### src/rtl/addsub_pkg.sv
// Shared types and constants for the sequential adder/subtractor.
// Provides the FSM state type, mode encodings and the signed-limit helper used by saturation.
package addsub_pkg;

  typedef enum logic [1:0] {
    IDLE,
    CALC,
    DONE
  } state_e;

  localparam logic MODE_ADD = 1'b1;
  localparam logic MODE_SUB = 1'b0;

  localparam int LIMIT_W = 256;

  // Returns the signed maximum (want_min=0) or minimum (want_min=1) of a
  // width-bit two's-complement number, zero-extended to LIMIT_W bits.
  function automatic logic [LIMIT_W-1:0] signed_limit(input int width, input logic want_min);
    logic [LIMIT_W-1:0] v;
    v = '0;
    for (int i = 0; i < LIMIT_W; i++) begin
      if (i < width - 1) begin
        v[i] = ~want_min;
      end else if (i == width - 1) begin
        v[i] = want_min;
      end
    end
    return v;
  endfunction

endpackage

### src/rtl/addsub_chunk.sv
// CHUNK-bit combinational ripple-carry adder built from generated full-adder cells.
module addsub_chunk #(
  parameter int CHUNK = 8
) (
  input  logic [CHUNK-1:0] x,
  input  logic [CHUNK-1:0] y,
  input  logic             ci,
  output logic [CHUNK-1:0] s,
  output logic             co
);

  logic [CHUNK:0] c;

  assign c[0] = ci;

  for (genvar i = 0; i < CHUNK; i++) begin : g_fa
    assign s[i]   = x[i] ^ y[i] ^ c[i];
    assign c[i+1] = (x[i] & y[i]) | (c[i] & (x[i] ^ y[i]));
  end

  assign co = c[CHUNK];

endmodule

### src/rtl/seq_addsub_unit.sv
// Multi-cycle add/subtract: processes CHUNK bits per clock with a registered carry between chunks.
// Optional ADDSUB_SAT_EN clamps the result to the signed max/min on overflow.
module seq_addsub_unit
  import addsub_pkg::*;
#(
  parameter int WIDTH = 32,
  parameter int CHUNK = 8
) (
  input  logic             clk,
  input  logic             rst_n,
  input  logic             in_valid,
  output logic             in_ready,
  input  logic [WIDTH-1:0] a,
  input  logic [WIDTH-1:0] b,
  input  logic             mode,
  input  logic             cin,
  output logic             out_valid,
  input  logic             out_ready,
  output logic [WIDTH-1:0] result,
  output logic             carry_out,
  output logic             overflow,
  output logic             busy
);

  localparam int NCHUNK = WIDTH / CHUNK;
  localparam int IDXW   = (NCHUNK > 1) ? $clog2(NCHUNK) : 1;
  localparam logic [IDXW-1:0] LAST_IDX = IDXW'(NCHUNK - 1);

`ifdef ADDSUB_SAT_EN
  localparam logic [LIMIT_W-1:0] SAT_MAX_FULL = signed_limit(WIDTH, 1'b0);
  localparam logic [LIMIT_W-1:0] SAT_MIN_FULL = signed_limit(WIDTH, 1'b1);
  localparam logic [WIDTH-1:0]   SAT_MAX      = SAT_MAX_FULL[WIDTH-1:0];
  localparam logic [WIDTH-1:0]   SAT_MIN      = SAT_MIN_FULL[WIDTH-1:0];
`endif

  state_e state, state_next;

  logic [WIDTH-1:0] a_reg, b_reg, result_reg;
  logic             carry_reg, carry_out_reg, overflow_reg;
  logic [IDXW-1:0]  idx;

  logic [CHUNK-1:0] chunk_x, chunk_y, chunk_s;
  logic             chunk_co;
  logic             accept, ovf_final;

  assign chunk_x = a_reg[int'(idx)*CHUNK +: CHUNK];
  assign chunk_y = b_reg[int'(idx)*CHUNK +: CHUNK];

  addsub_chunk #(.CHUNK(CHUNK)) u_chunk (
    .x  (chunk_x),
    .y  (chunk_y),
    .ci (carry_reg),
    .s  (chunk_s),
    .co (chunk_co)
  );

  assign accept = (state == IDLE) && in_valid;

  // The final chunk carries the result MSB, so overflow is decided from its sum bit.
  assign ovf_final = (a_reg[WIDTH-1] == b_reg[WIDTH-1]) &&
                     (chunk_s[CHUNK-1] != a_reg[WIDTH-1]);

  always_ff @(posedge clk or negedge rst_n) begin
    if (!rst_n) begin
      state <= IDLE;
    end else begin
      state <= state_next;
    end
  end

  always_comb begin
    state_next = state;
    case (state)
      IDLE:    if (in_valid)          state_next = CALC;
      CALC:    if (idx == LAST_IDX)   state_next = DONE;
      DONE:    if (out_ready)         state_next = IDLE;
      default:                        state_next = IDLE;
    endcase
  end

  always_ff @(posedge clk or negedge rst_n) begin
    if (!rst_n) begin
      a_reg         <= '0;
      b_reg         <= '0;
      result_reg    <= '0;
      carry_reg     <= 1'b0;
      carry_out_reg <= 1'b0;
      overflow_reg  <= 1'b0;
      idx           <= '0;
    end else if (accept) begin
      a_reg     <= a;
      b_reg     <= (mode == MODE_ADD) ? b : ~b;
      carry_reg <= cin;
      idx       <= '0;
    end else if (state == CALC) begin
      result_reg[int'(idx)*CHUNK +: CHUNK] <= chunk_s;
      carry_reg <= chunk_co;
      if (idx == LAST_IDX) begin
        carry_out_reg <= chunk_co;
        overflow_reg  <= ovf_final;
`ifdef ADDSUB_SAT_EN
        if (ovf_final) begin
          result_reg <= a_reg[WIDTH-1] ? SAT_MIN : SAT_MAX;
        end
`endif
      end else begin
        idx <= idx + IDXW'(1);
      end
    end
  end

  assign in_ready  = (state == IDLE);
  assign out_valid = (state == DONE);
  assign busy      = (state != IDLE);
  assign result    = result_reg;
  assign carry_out = carry_out_reg;
  assign overflow  = overflow_reg;

endmodule
### config.mk
export PLATFORM = sky130hd
export DESIGN_NAME = seq_addsub_unit
export DESIGN_NICKNAME = d
export VERILOG_FILES = /design/src/rtl/addsub_pkg.sv /design/src/rtl/addsub_chunk.sv /design/src/rtl/seq_addsub_unit.sv
export SDC_FILE = /design/constraint.sdc
export NUM_CORES = 1
export LEC_CHECK = 0
export ABC_AREA = 0
export ABC_CLOCK_PERIOD_IN_PS = 5700
export BUFFER_PORTS_ARGS = -buffer_cell sky130_fd_sc_hd__buf_4
export CORE_UTILIZATION = 48
export CTS_CLUSTER_DIAMETER = 30
export DETAILED_ROUTE_END_ITERATION = 10
export PLACE_DENSITY_LB_ADDON = 0.05
export SYNTH_ARGS = -nofsm -noshare
export SYNTH_HDL_FRONTEND = slang
export SYNTH_SLANG_ARGS = --single-unit
### constraint.sdc
create_clock -name clk -period 5.7 [get_ports clk]
set_clock_uncertainty 0.15 [all_clocks]
set_input_delay 0.57 -clock clk [delete_from_list [all_inputs] [get_ports clk]]
set_output_delay 0.57 -clock clk [all_outputs]
set_load 0.03 [all_outputs]
==> flow_summary.toml <==
[die]
fp.coreArea_mm2 = 0.00986
initial_core_util_pct = 49.9
die-area_mm2 = 0.0107
placementRows = 36
die_h_um = 103
dieWidth_um = 103
io_pins = 107

[global_routing]
grt_pass1_vias = 3125
groute.usage.overall_pct = 19.7
grt_pass1_wl_um = 15600
antenna_found_initial = 0
grt_max_degree = 74
grt_overflow = 0

[power_and_ir_drop]
power.total_w = 0.00352
power_density_mw_per_mm2 = 590
leakage_nw = 2.92
irDropWorstVdd_v = 0.000264

[yosys]
synth_top_family_by_area = "multiplexers"
yosys_register_bits = 103
synth-xor-area-share_pct = 5.88
synth_fp_nets = 457
synth.distinct_cells = 34
ys_seq_area_share_pct = 52.4
synthMuxAreaShare_pct = 17.6
synth_area_per_cell_um2 = 13.2
yosys.area_share.simple_pct = 5.52
synthAdderAreaFrac_pct = 4.78
synth_compound_area_share_pct = 9.79
synth.cell_area_mm2 = 0.00492
ys_warn_count = 0
synthCells = 373

[setup_path]
worst-r2r-cell-count = 14
reg2reg_slack_ns = 0.78
critPathMaxStageDelay_ns = 0.52
critPathArrivalTime_ns = 5.02
cpMostUsedCell = "fa_1"
crit_chain = "mux4_2, inv_1, fa_1, fa_1, fa_1, fa_1, fa_1, fa_1, inv_1, fa_1, fa_1, nand2b_1, o22ai_1, mux2_2"
critPathLaunchType = "flop"
worstSetupEndpointType = "flop"
cp_max_fo = 10
setup.worst_path.class = "reg -> reg"
cp_slowest_cell = "dfrtp_1"
cp.required_ns = 5.80

[clocking]
cts_buffer_depth = 2
clk_latency_ns = 0.36
cts_resized = 0
clkTransAtPathRegs_ns = 0.10
postCtsSetupBuffers = 0
ctsHoldBuffers = 0
cts-root-buf = "clkbuf_8"
cts_max_level = 3
cts_buffers = 9
cts_tree = "built"
clkSinkCount = 103

[finish]
layout_commonest_cell = "buf_4"
syn2layout_area_growth_pct = 21.5
final_nets = 556
diodes = 0
layout_common_cells = "buf_4, dfrtp_1, nand2_1, mux2_4, xor2_1"
final_layout_size_suffix_gt1_share_pct = 37.3

[sta]
maxSlewViolCount = 0
worst_pin_slew_ns = 0.853
timing.setup.tns_ns = 0
rsz0062_at_grt = "false"
slew_headroom_pct = 43.1
fin_crit_ns = 4.92
whs_ns = 0.0490
finalSetupViolCount = 0
hold_violations = 0
clock.fmax_ghz = 0.203
fin_crit_sh_pct = 86.3

[detailed_routing]
drt_first_iter_violations = 108
dr.pass1.iters = 4
vias = 3071
vias_per_cell = 5.03
postRouteAntennaNets = 0
wl_per_cell_um = 15.8
drc = 0
wl_um = 9670

[status]
status = "finished, final reports clean"

[placement]
dp_hpwl_um = 7060
place.port_buffers = 106
place.gp.congestion = 0.753

[worst_hold_path]
hold_class = "in -> async"

[run]
maxCapViolations = 0
cell type report:
cell class | instances | area, um2
timing repair buffer | 110 | 826
tap | 133 | 166
sequential | 103 | 2580
multi-input combinational | 228 | 2140
clock buffer | 9 | 124
inverter | 20 | 75.1
fill | 799 | 3890
clock inverter | 7 | 62.6
cell usage after synthesis:
master / instances / area share, %
mux2_2: 2 / 0.46
o21ai_0: 8 / 0.81
or3b_1: 1 / 0.18
nand3b_1: 1 / 0.15
and2_1: 1 / 0.13
o2bb2ai_1: 28 / 5.0
nor4_1: 1 / 0.13
or4_1: 1 / 0.15
nand2_1: 40 / 3.1
a21oi_1: 2 / 0.20
nor3b_1: 1 / 0.15
nor2_1: 2 / 0.15
buf_2: 10 / 1.0
dfrtp_1: 103 / 52
or3_1: 1 / 0.13
inv_1: 20 / 1.5
nor2b_1: 2 / 0.25
buf_1: 1 / 0.076
o21ai_1: 29 / 3.0
buf_6: 4 / 0.92
nand4_1: 2 / 0.25
a22o_1: 4 / 0.71
xnor2_1: 1 / 0.18
and3b_1: 1 / 0.18
or2_2: 1 / 0.13
nand2b_1: 3 / 0.38
mux2_4: 32 / 9.8
xor2_1: 32 / 5.7
ha_1: 6 / 1.5
clkbuf_1: 7 / 0.53
nor3_1: 1 / 0.10
mux4_2: 16 / 7.3
fa_1: 8 / 3.3
o22ai_1: 1 / 0.13
cells by family (layout without fill, tap and decap cells):
logic type | Yosys count | after routing
buf+inv | 42 | 146
compound gates | 72 | 72
fa+ha+maj | 14 | 14
flops | 103 | 103
mux | 50 | 50
xor+xnor | 33 | 33
simple gates | 59 | 59
stage by stage:
step                setup WS (ns)  area [um2]  utilization [%]  instances
floorplan                   0.739        4920                -        373
global placement            0.845        5790             58.7        594
detailed placement          0.754        5790             58.7        594
CTS                         0.746        5970             60.6        610
global route                0.518        5970             60.6        610
finish                      0.781        5970             60.6        610
power breakdown:
| part | switching (W) | leakage (nW) | internal (W) | total [W] |
|---|---|---|---|---|
| registers | 0.000191 | 1.30 | 0.00103 | 0.00122 |
| logic | 0.000990 | 1.53 | 0.000882 | 0.00187 |
| clock network | 0.000264 | 0.0923 | 0.000167 | 0.000432 |
| total | 0.00144 | 2.92 | 0.00208 | 0.00352 |
path summary, 6_finish.rpt:
check	from	end
setup / recovery	idx[0]	overflow
hold / removal	rst_n	result[6]
setup reg to reg	idx[0]	overflow
hold reg to reg	b_reg[18]	b_reg[18]
max in group asynchronous	rst_n	a_reg[5]
min in group clk	out_ready	state[1]
layer usage:
layer	up-vias	wire (um)	share of wire, %	track usage (%)
met5	-	0	0	0
met2	75	4590	47	30.9
met3	5	343	3.5	2.89
met4	0	63	0.65	5.85
met1	1497	4670	48	28.5
li1	1494	-	-	-
critical path: cells and delay by family (launching register included):
family	cells	cell delay (ns)
AOI/OAI and AO/OA	1	0.07
adders and majority gates	8	3.16
and+or+nand+nor	1	0.11
DFF	1	0.52
muxes	2	0.64
buffers and inverters	2	0.15
(Power assumes the default switching activity.)
